--- src/rtl/cdb_arbiter_if.sv ---
// cdb_arbiter_if: producer-side and broadcast-side signals of the common data bus.
//   alu_*  : ALU result offer (valid/rob_id/data) and FIFO ready back to producer
//   ls_*   : load/store result offer and FIFO ready back to producer
//   cdb_*  : registered broadcast (valid, rob_id, data, src: 0=ALU 1=LS)
// slave  = the arbiter, master = producers/consumers (or a testbench).
interface cdb_arbiter_if #(
  parameter int ROB_ID_WIDTH = 4,
  parameter int DATA_WIDTH   = 32
);
  logic                    alu_valid;
  logic [ROB_ID_WIDTH-1:0] alu_rob_id;
  logic [DATA_WIDTH-1:0]   alu_data;
  logic                    alu_ready;
  logic                    ls_valid;
  logic [ROB_ID_WIDTH-1:0] ls_rob_id;
  logic [DATA_WIDTH-1:0]   ls_data;
  logic                    ls_ready;
  logic                    cdb_valid;
  logic [ROB_ID_WIDTH-1:0] cdb_rob_id;
  logic [DATA_WIDTH-1:0]   cdb_data;
  logic                    cdb_src;

  modport slave (
    input  alu_valid, alu_rob_id, alu_data, ls_valid, ls_rob_id, ls_data,
    output alu_ready, ls_ready, cdb_valid, cdb_rob_id, cdb_data, cdb_src
  );

  modport master (
    output alu_valid, alu_rob_id, alu_data, ls_valid, ls_rob_id, ls_data,
    input  alu_ready, ls_ready, cdb_valid, cdb_rob_id, cdb_data, cdb_src
  );
endinterface

--- src/rtl/cdb_arbiter.sv ---
// cdb_arbiter: two per-source result FIFOs (ALU, LS) feeding one registered
// common data bus through a round-robin arbiter.
//   clk      : clock, all state on rising edge
//   rst      : synchronous active-high reset
//   rdy      : global ready; low freezes every register
//   rollback : flush both FIFOs, kill the broadcast, drop this cycle's offers
//   bus      : cdb_arbiter_if.slave (producer offers/readies, cdb_* broadcast)

// Per-source circular FIFO. push/pop arrive already qualified by the parent.
module cdb_src_fifo #(
  parameter int EW    = 36,
  parameter int DEPTH = 2
) (
  input  logic          clk,
  input  logic          rst,
  input  logic          flush,
  input  logic          push,
  input  logic [EW-1:0] push_entry,
  input  logic          pop,
  output logic          ready,
  output logic          nempty,
  output logic [EW-1:0] head_entry
);
  localparam int PW = $clog2(DEPTH);
  localparam int CW = PW + 1;

  logic [DEPTH-1:0][EW-1:0] mem;
  logic [PW-1:0]            head, tail;
  logic [CW-1:0]            count;

  // Ready looks only at the current count: a full FIFO refuses a push even
  // in a cycle where it is being popped.
  assign ready      = !rst && (count < CW'(DEPTH));
  assign nempty     = (count != '0);
  assign head_entry = mem[head];

  always_ff @(posedge clk) begin
    if (rst) begin
      head  <= '0;
      tail  <= '0;
      count <= '0;
    end else if (flush) begin
      head  <= '0;
      tail  <= '0;
      count <= '0;
    end else begin
      if (push) tail <= tail + 1'b1;   // DEPTH is a power of two: natural wrap
      if (pop)  head <= head + 1'b1;
      count <= count + CW'(push) - CW'(pop);
    end
  end

  always_ff @(posedge clk) begin
    if (push) mem[tail] <= push_entry;
  end
endmodule

module cdb_arbiter #(
  parameter int ROB_ID_WIDTH = 4,
  parameter int DATA_WIDTH   = 32,
  parameter int FIFO_DEPTH   = 2
) (
  input  logic          clk,
  input  logic          rst,
  input  logic          rdy,
  input  logic          rollback,
  cdb_arbiter_if.slave  bus
);
  localparam int   EW      = ROB_ID_WIDTH + DATA_WIDTH;
  localparam int   NSRC    = 2;
  localparam logic SRC_ALU = 1'b0;
  localparam logic SRC_LS  = 1'b1;

  logic [NSRC-1:0]         offer, ready, nempty, push, pop;
  logic [NSRC-1:0][EW-1:0] push_entry, head_entry;
  logic                    last_grant, pick, both, any;

  logic                    cdb_valid_q, cdb_src_q;
  logic [ROB_ID_WIDTH-1:0] cdb_rob_id_q;
  logic [DATA_WIDTH-1:0]   cdb_data_q;

  assign offer         = {bus.ls_valid, bus.alu_valid};
  assign push_entry[0] = {bus.alu_rob_id, bus.alu_data};
  assign push_entry[1] = {bus.ls_rob_id, bus.ls_data};
  assign bus.alu_ready = ready[0];
  assign bus.ls_ready  = ready[1];

  // Offers during a stall or a rollback cycle are simply not taken.
  assign push = offer & ready & {NSRC{rdy && !rollback}};

  genvar g;
  generate
    for (g = 0; g < NSRC; g++) begin : g_src
      cdb_src_fifo #(.EW(EW), .DEPTH(FIFO_DEPTH)) u_fifo (
        .clk       (clk),
        .rst       (rst),
        .flush     (rdy && rollback),
        .push      (push[g]),
        .push_entry(push_entry[g]),
        .pop       (pop[g]),
        .ready     (ready[g]),
        .nempty    (nempty[g]),
        .head_entry(head_entry[g])
      );
    end
  endgenerate

  // Round robin: on a tie the source that did not win the last tie goes.
  always_comb begin
    both = &nempty;
    any  = |nempty;
    pick = both ? ~last_grant : nempty[1];
    pop  = '0;
    if (rdy && !rollback && any) pop[pick] = 1'b1;
  end

  always_ff @(posedge clk) begin
    if (rst) begin
      cdb_valid_q  <= 1'b0;
      cdb_rob_id_q <= '0;
      cdb_data_q   <= '0;
      cdb_src_q    <= SRC_ALU;
      last_grant   <= SRC_LS;
    end else if (rdy) begin
      if (rollback) begin
        cdb_valid_q <= 1'b0;
        last_grant  <= SRC_LS;
      end else if (any) begin
        cdb_valid_q                <= 1'b1;
        {cdb_rob_id_q, cdb_data_q} <= head_entry[pick];
        cdb_src_q                  <= pick;
        if (both) last_grant <= pick;
      end else begin
        cdb_valid_q <= 1'b0;   // tag/data/src keep their last value
      end
    end
  end

  assign bus.cdb_valid  = cdb_valid_q;
  assign bus.cdb_rob_id = cdb_rob_id_q;
  assign bus.cdb_data   = cdb_data_q;
  assign bus.cdb_src    = cdb_src_q;
endmodule

--- src/flat_wrapper.sv ---
// flat-port wrapper written by rule: the top's interface ports become plain ports
module cdb_arbiter_flat 
#(
  parameter int ROB_ID_WIDTH = 4,
  parameter int DATA_WIDTH   = 32,
  parameter int FIFO_DEPTH   = 2
)
  (clk, rst, rdy, rollback, bus_alu_valid, bus_alu_rob_id, bus_alu_data, bus_ls_valid, bus_ls_rob_id, bus_ls_data, bus_alu_ready, bus_ls_ready, bus_cdb_valid, bus_cdb_rob_id, bus_cdb_data, bus_cdb_src);
  cdb_arbiter_if #(.ROB_ID_WIDTH(ROB_ID_WIDTH), .DATA_WIDTH(DATA_WIDTH)) bus_i ();
  input  logic clk;
  input  logic rst;
  input  logic rdy;
  input  logic rollback;
  input wire logic [$bits(bus_i.alu_valid)-1:0] bus_alu_valid;
  input wire logic [$bits(bus_i.alu_rob_id)-1:0] bus_alu_rob_id;
  input wire logic [$bits(bus_i.alu_data)-1:0] bus_alu_data;
  input wire logic [$bits(bus_i.ls_valid)-1:0] bus_ls_valid;
  input wire logic [$bits(bus_i.ls_rob_id)-1:0] bus_ls_rob_id;
  input wire logic [$bits(bus_i.ls_data)-1:0] bus_ls_data;
  output wire logic [$bits(bus_i.alu_ready)-1:0] bus_alu_ready;
  output wire logic [$bits(bus_i.ls_ready)-1:0] bus_ls_ready;
  output wire logic [$bits(bus_i.cdb_valid)-1:0] bus_cdb_valid;
  output wire logic [$bits(bus_i.cdb_rob_id)-1:0] bus_cdb_rob_id;
  output wire logic [$bits(bus_i.cdb_data)-1:0] bus_cdb_data;
  output wire logic [$bits(bus_i.cdb_src)-1:0] bus_cdb_src;
  assign bus_i.alu_valid = bus_alu_valid;
  assign bus_i.alu_rob_id = bus_alu_rob_id;
  assign bus_i.alu_data = bus_alu_data;
  assign bus_i.ls_valid = bus_ls_valid;
  assign bus_i.ls_rob_id = bus_ls_rob_id;
  assign bus_i.ls_data = bus_ls_data;
  assign bus_alu_ready = bus_i.alu_ready;
  assign bus_ls_ready = bus_i.ls_ready;
  assign bus_cdb_valid = bus_i.cdb_valid;
  assign bus_cdb_rob_id = bus_i.cdb_rob_id;
  assign bus_cdb_data = bus_i.cdb_data;
  assign bus_cdb_src = bus_i.cdb_src;
  cdb_arbiter #(.ROB_ID_WIDTH(ROB_ID_WIDTH), .DATA_WIDTH(DATA_WIDTH), .FIFO_DEPTH(FIFO_DEPTH)) u_core (.clk(clk), .rst(rst), .rdy(rdy), .rollback(rollback), .bus(bus_i));
endmodule
--- config.mk ---
export PLATFORM = sky130hd
export DESIGN_NAME = cdb_arbiter_flat
export DESIGN_NICKNAME = d
export VERILOG_FILES = /design/src/rtl/cdb_arbiter_if.sv /design/src/rtl/cdb_arbiter.sv /design/src/flat_wrapper.sv
export SDC_FILE = /design/constraint.sdc
export NUM_CORES = 1
export LEC_CHECK = 0
export BUFFER_PORTS_ARGS = -buffer_cell sky130_fd_sc_hd__buf_2
export CAP_MARGIN = 0
export CORE_MARGIN = 5
export CORE_UTILIZATION = 50
export DETAILED_ROUTE_END_ITERATION = 10
export PLACE_DENSITY = 0.83
export SYNTH_ARGS = -nofsm -noshare
export SYNTH_HDL_FRONTEND = slang
export SYNTH_SLANG_ARGS = --single-unit
--- constraint.sdc ---
create_clock -name clk -period 6.53 [get_ports clk]
set_input_delay 0.653 -clock clk [delete_from_list [all_inputs] [get_ports clk]]
set_output_delay 0.653 -clock clk [all_outputs]
set_load 0.03 [all_outputs]
==> results by group, run 1 <==
Yosys
  – Cell variety after synth: 33
  – Syn Area/Cell: roughly 17 um2
  – Synth Instances: 409
  – Sequential-to-total area share from yosys stat: 0.7478
  – Yosys reg bits: about 190
  – Mapped cell area: 7041 um2
  – YS warnings: 0
  – Synthesized net count: roughly 500

Die
  – DIE AREA: 16550 um2
  – Die Y: 128.7 um
  – Die Width: 128.7 um
  – Core Region: roughly 14000 um2
  – Row count: 43
  – IO Count: around 120
  – Initial Utilization: 0.5092

Clocking
  – CTS tree: built
  – H-tree depth: 4
  – Resize count post-CTS: 0
  – Postcts setup bufs: 0
  – Clock Sinks: approximately 190
  – Root buffer cell: clkbuf_16
  – CTS clock-pin slew for the worst setup and hold paths: around 0.06 ns
  – Clock Latency Late Sink: 0.42 ns
  – Number of hold buffers added after CTS: 0
  – CTS Buf Count: 17
  – CTS Buffer Depth: 2

Route
  – Routed WL: 13810 um
  – Antenna-violating nets left: 0
  – Drt drc: 0
  – DR WL/cell: 19.26 um
  – Drt pass-1 iters: 4
  – Via density: ~5.4
  – Via Count: ~3900
  – Initial drt markers: roughly 290

Setup path
  – Worst Setup End Kind: flip-flop
  – Max Fanout on Critical Path: 36
  – Startpoint types: input pin
  – Critical Path RT: approximately 6.6 ns
  – Crit path DAT: roughly 2.4 ns
  – Crit Path Category: input pin to flip-flop

Timing
  – RSZ-0062 raised after global routing: false
  – Worst Tran Pin Value: between 1 and 1.5 ns
  – Final Hold Viols: 0
  – Max Transition Viols Final: 0
  – Final min period: approximately 2.4 ns
  – Slew headroom: 0.2042
  – Fin Setup TNS: 0 ns
  – Worst Skew: 0.01231 ns
  – Setup-failing EPs final: 0
  – Fin crit share: 0.3658
  – FMAX: 0.4186 GHz

Flow run
  – Maximum Capacitance Violations: 0

GRT
  – First-pass GRT wire length: around 21000 um
  – Initial antenna violation count: 2
  – Largest net degree at the start of global routing: 38
  – Vias in the first global route: approximately 4000
  – Total GRT Usage: 0.1717
  – Congestion Overflow GR: 0

Placed design
  – Hpwl dp: 8674 um
  – I/O Buffers: around 120
  – DP Cell Count: between 600 and 700
  – RePlAce Congestion: 0.7552

Final layout
  – Inserted Diodes: 0
  – Final Core Density: 0.5994
  – Final-stage net count: 605
  – Finished Layout Cells: just over 700
  – Area Growth Syn to Fin: 17.72%
  – Share of cells above drive strength 1: 0.3575

Power and ir drop
  – Leak: around 0.0030 uW
  – Power density over the cells: ~290 nW/um2
  – Peak VDD IR: between 0.2 and 0.25 mV
  – Tot Pwr: between 2000 and 2500 uW

Run status
  – Status: completed

Min path
  – HP Class: input pin to flip-flop
## per-layer routing
layer | up-vias | global-route usage | wire length [um]
met3 | 18 | 0.06019 | 920
met1 | 1946 | 0.2057 | 5549
met5 | - | 0 | 25
met2 | 121 | 0.2905 | 7132
li1 | 1810 | - | -
met4 | 4 | 0.05744 | 179
## power by group
| part | switching [uW] | total [uW] | internal, uW |
|---|---|---|---|
| logic | 46.6 | 80.3 | 33.7 |
| clock network | 412 | 979 | 567 |
| registers | 7.47 | 1330 | 1320 |
| total | 466 | 2390 | 1920 |
## synthesized netlist by cell type
library cell	number	area, um2
nand3_1	3	15.01
a21oi_1	4	20.02
edfxtp_1	144	4324
buf_2	10	50.05
xor2_1	5	43.79
nor3b_2	1	12.51
buf_6	8	90.09
or2_4	2	17.52
and2b_1	1	7.510
o21ai_0	2	10.01
ha_1	3	37.54
o21ai_2	1	8.760
and3b_1	1	8.760
and2_1	3	18.77
a21o_1	1	7.510
nand2_1	2	7.510
buf_4	1	7.510
dfxtp_1	47	940.9
nand3_2	1	10.01
mux2i_1	36	360.4
clkbuf_1	2	7.510
a221o_1	36	360.4
mux2_2	36	405.4
o21bai_1	1	7.510
nor2b_1	1	6.260
nand2b_1	1	6.260
nand3b_1	1	7.510
or3_1	1	6.260
nor2b_4	1	13.76
and3_1	1	6.260
xnor2_1	4	35.03
inv_1	3	11.26
nor2_1	45	168.9
## cells in the final DEF (no fill, tap or decap), types with 2 or more instances in the layout
master      count
clkinvlp_4      2
mux2i_1        36
nand3_1         3
o21ai_0         2
buf_2         117
nor2_1         43
nor2_4          2
a221o_1        36
dfxtp_2         2
clkinv_2        2
ha_1            3
inv_1           3
dfxtp_1        45
nor2b_4         2
clkinv_4        2
a21oi_1         4
clkinv_1        5
edfxtp_1      144
xor2_1          5
nand2_1         2
mux2_2         36
bufinv_16       2
clkbuf_16      17
xnor2_1         4
or2_4           2
and2_1          2
## cell families (layout without fill, tap and decap cells)
family | count (synthesis) | count (layout) | share of synthesized area
DFF | 191 | 191 | 0.7478
muxes | 72 | 72 | 0.1088
and+or+nand+nor | 65 | 65 | 0.04443
AOI/OAI and AO/OA | 45 | 45 | 0.05883
buffers and inverters | 24 | 152 | 0.02364
xor gates and xnor gates | 9 | 9 | 0.01120
adders and majority gates | 3 | 3 | 0.005332
## layout make-up
class | count | area [um2]
Fill cell | 998 | 5539
Sequential cell | 191 | 5268
Clock buffer | 19 | 442.9
Tap cell | 180 | 225.2
Timing Repair Buffer | 117 | 585.6
Multi-Input combinational cell | 194 | 1634
Inverter | 3 | 11.26
Clock inverter | 13 | 121.4
## registers in the layout, indices dropped and copies added (netlist names)
name                       count
u_core.last_grant              1
u_core.bus.cdb_src             1
u_core.g_src.u_fifo.tail       2
u_core.g_src.u_fifo.head       2
u_core.bus.cdb_valid           1
u_core.bus.cdb_rob_id          4
u_core.bus.cdb_data           32
u_core.g_src.u_fifo.mem      144
u_core.g_src.u_fifo.count      4
## final timing paths
check        cells past startpoint  slack (ns)                        endpoint                            start
max                              4        4.14  u_core.g_src[0].u_fifo.mem[11]                              rst
min reg2reg                      2        0.47              u_core.bus.cdb_src               u_core.bus.cdb_src
min                              1        0.42  u_core.g_src[0].u_fifo.mem[19]                 bus_alu_data[19]
max reg2reg                      4        4.44         u_core.bus.cdb_data[24]  u_core.g_src[1].u_fifo.count[1]
## critical path, stage by stage
cell	delay [ns]
buf_2	0.16
nor3b_2	0.33
and3b_1	0.36
nor2b_4	0.91
## metrics by stage
stage | setup slack (ns) | cell area [um2] | hold WS (ns)
2_1_floorplan | 3.078 | 7041 | 0.4683
3_3_place_gp | 3.827 | 7724 | 0.4471
3_5_place_dp | 3.704 | 7724 | 0.4548
4_1_cts | 4.128 | 8288 | 0.4031
5_1_grt | 4.035 | 8288 | 0.3969
6_report | 4.141 | 8288 | 0.4202
Note: power is estimated with default switching activity, not from simulation.
==> run 2: changes to the inputs <==
==> constraint.sdc (replaced) <==
create_clock -name clk -period 2.28 [get_ports clk]
set_input_delay 0.228 -clock clk [delete_from_list [all_inputs] [get_ports clk]]
set_output_delay 0.228 -clock clk [all_outputs]
set_load 0.03 [all_outputs]
==> results by group, run 2 (synthesized netlist as in run 1, its figures left out) <==
Setup path
  – Crit path DAT: 2.43 ns (about the same)
  – Critical Path RT: 2.64 ns (-3.93 ns)
  – Max Fanout on Critical Path: 36 (unchanged)
  – Startpoint types: flip-flop
  – Slowest-stage cell, CP: nor2b_4
  – Crit Path Category: flip-flop to flip-flop
  – Top Family by Delay on Critical Path: simple AND/OR/NAND/NOR gates
  – Largest stage delay on the critical path: 0.88 ns (-0.03 ns)
  – CP Cell Sequence: or2_4 -> o21ai_2 -> nor2b_4 -> a221o_1
  – Worst Setup End Kind: flip-flop
  – Bufs and invs on worst path: 0 (-1)

Min path
  – HP Class: input pin to flip-flop

Die
  – Initial Utilization: 0.5092 (unchanged)
  – Row count: 43 (unchanged)
  – Die Width: 128.7 um (unchanged)
  – DIE AREA: 16550 um2 (unchanged)
  – Die Y: 128.7 um (unchanged)
  – Core Region: 13830 um2 (unchanged)
  – IO Count: 118 (unchanged)

Route
  – Drt pass-1 iters: 4 (unchanged)
  – Via density: 5.191 (-4.5%)
  – DR WL/cell: 18.51 um (-3.8%)
  – Initial drt markers: 313 (+6.5%)
  – Drt drc: 0 (unchanged)
  – Antenna-violating nets left: 0 (unchanged)
  – Routed WL: 14790 um (+7.1%)
  – Via Count: 4148 (+6.4%)

Placed design
  – Dpl cell area: 7856 um2 (+1.7%)
  – Hpwl dp: 8935 um (+3.0%)
  – DP Cell Count: 696 (+1.6%)
  – RePlAce Congestion: 0.8034 (+6.4%)
  – I/O Buffers: 117 (unchanged)

Power and ir drop
  – Sw Pwr: 1413 uW (+200%)
  – Clock share of power: 0.408 (-0.002)
  – Int Pwr: 5575 uW (+190%)
  – Flop pwr share: 0.543 (-0.013)
  – Power density over the cells: 764.5 nW/um2 (+170%)
  – Sw Share: 0.2023 (+0.006773)
  – Leak: 0.003402 uW (+12%)
  – Combinational power share: 0.049 (+0.015)
  – Peak VDD IR: 0.5311 mV (+140%)

Final layout
  – Area Growth Syn to Fin: 29.84%
  – Design area: 9141 um2 (+10%)
  – Share of cells above drive strength 1: 0.3328 (-0.02475)
  – Reg with most FFs: u_core.g_src.u_fifo.mem
  – Largest register FFs: 144 (unchanged)
  – Finished Layout Cells: 799 (+11%)
  – Most frequent cells in the layout: edfxtp_1 (144), buf_2 (117), dlygate4sd3_1 (71), dfxtp_1 (45), nor2_1 (43)
  – Final-stage net count: 687 (+14%)
  – Most common cell after layout, fill and taps aside: edfxtp_1
  – Inserted Diodes: 0 (unchanged)
  – Final Core Density: 0.6611 (+0.06171)

Flow run
  – Maximum Capacitance Violations: 0 (unchanged)

GRT
  – Initial antenna violation count: 0 (-2)
  – First-pass GRT wire length: 23230 um (+9.2%)
  – Largest net degree at the start of global routing: 37 (-2.6%)
  – Congestion Overflow GR: 0 (unchanged)
  – Total GRT Usage: 0.1859 (+0.01422)
  – Vias in the first global route: 4502 (+12%)

Timing
  – Max Transition Viols Final: 0 (unchanged)
  – Fin Setup TNS: 0 ns (unchanged)
  – Setup-failing EPs final: 0 (unchanged)
  – Final min period: 2.063 ns
  – Worst Skew: 0.008053 ns (-0.004254 ns)
  – FMAX: between 0.4 and 0.5 GHz
  – RSZ-0062 raised after global routing: false
  – Fin crit share: 0.9048
  – Worst Tran Pin Value: 1.038 ns (-0.1555 ns)
  – Hold WS: 0.02272 ns (-0.3975 ns)
  – Slew headroom: 0.3064 (+0.1022)
  – Final Hold Viols: 0 (unchanged)

Clocking
  – Clock Sinks: 191 (unchanged)
  – H-tree depth: 4 (unchanged)
  – CTS tree: built
  – CTS Buffer Depth: 2 (unchanged)
  – CTS Buf Count: 17 (unchanged)
  – Clock Latency Late Sink: 0.42 ns (about the same)
  – Resize count post-CTS: 0 (unchanged)
  – Root buffer cell: clkbuf_16
  – CTS clock-pin slew for the worst setup and hold paths: 0.07 ns (about the same)
  – Postcts setup bufs: 0 (unchanged)

Run status
  – Status: completed
==> run 2: changes by cell type in the layout (fill, tap and decap cells not counted), sizes merged <==
| cell | change |
|---|---|
| dlygate4sd3 | +71 |
| buf | +11 |
| clkinv | -1 |
| inv | +1 |
==> run 2: timing repair <==
item / 4_1_cts / 5_1_grt
setup endpoints to repair: 0 / 0
hold endpoints to repair: 142 / 0
hold buffers: 71 / 0
==> run 2: cell type report <==
type / count / area [um2]
Tap cell: 180 / 225.2
Fill cell: 936 / 4686
Timing Repair Buffer: 199 / 1429
Multi-Input combinational cell: 194 / 1634
Sequential cell: 191 / 5268
Inverter: 3 / 11.26
Clock inverter: 13 / 141.4
Clock buffer: 19 / 432.9
==> run 2: worst paths after layout <==
path	start	endpoint	slack, ns	cells after the start
max	u_core.g_src[1].u_fifo.count[1]	u_core.bus.cdb_data[3]	0.22	4
min	bus_alu_data[30]	u_core.g_src[0].u_fifo.mem[30]	0.02	1
max reg2reg	u_core.g_src[1].u_fifo.count[1]	u_core.bus.cdb_data[3]	0.22	4
min reg2reg	u_core.bus.cdb_src	u_core.bus.cdb_src	0.46	2
==> run 2: stage by stage <==
step / setup slack, ns / power [uW]
2_1_floorplan: -0.5119 / 3989
3_3_place_gp: 0.3488 / 4097
3_5_place_dp: 0.2132 / 4113
4_1_cts: 0.2076 / 7043
5_1_grt: 0.08665 / 7214
6_report: 0.2171 / 6989
==> run 2: power groups by stage <==
stage / Combinational (uW) / Clock [uW] / Sequential, uW
floorplan: 101 / 0 / 3890
global placement: 229 / 0 / 3870
detailed placement: 243 / 0 / 3870
CTS: 339 / 2910 / 3790
global route: 369 / 3050 / 3790
finish: 340 / 2850 / 3790
==> run 2: routing by layer <==
layer  global-route usage  routed length [um]  vias up  share of wire
met3              0.04193                 764       38          0.052
met1               0.2142                5875     2004           0.40
met2               0.3277                7757      137           0.52
met4              0.08894                 396        0          0.027
met5                    0                   0        -              0
li1                     -                   -     1969              -
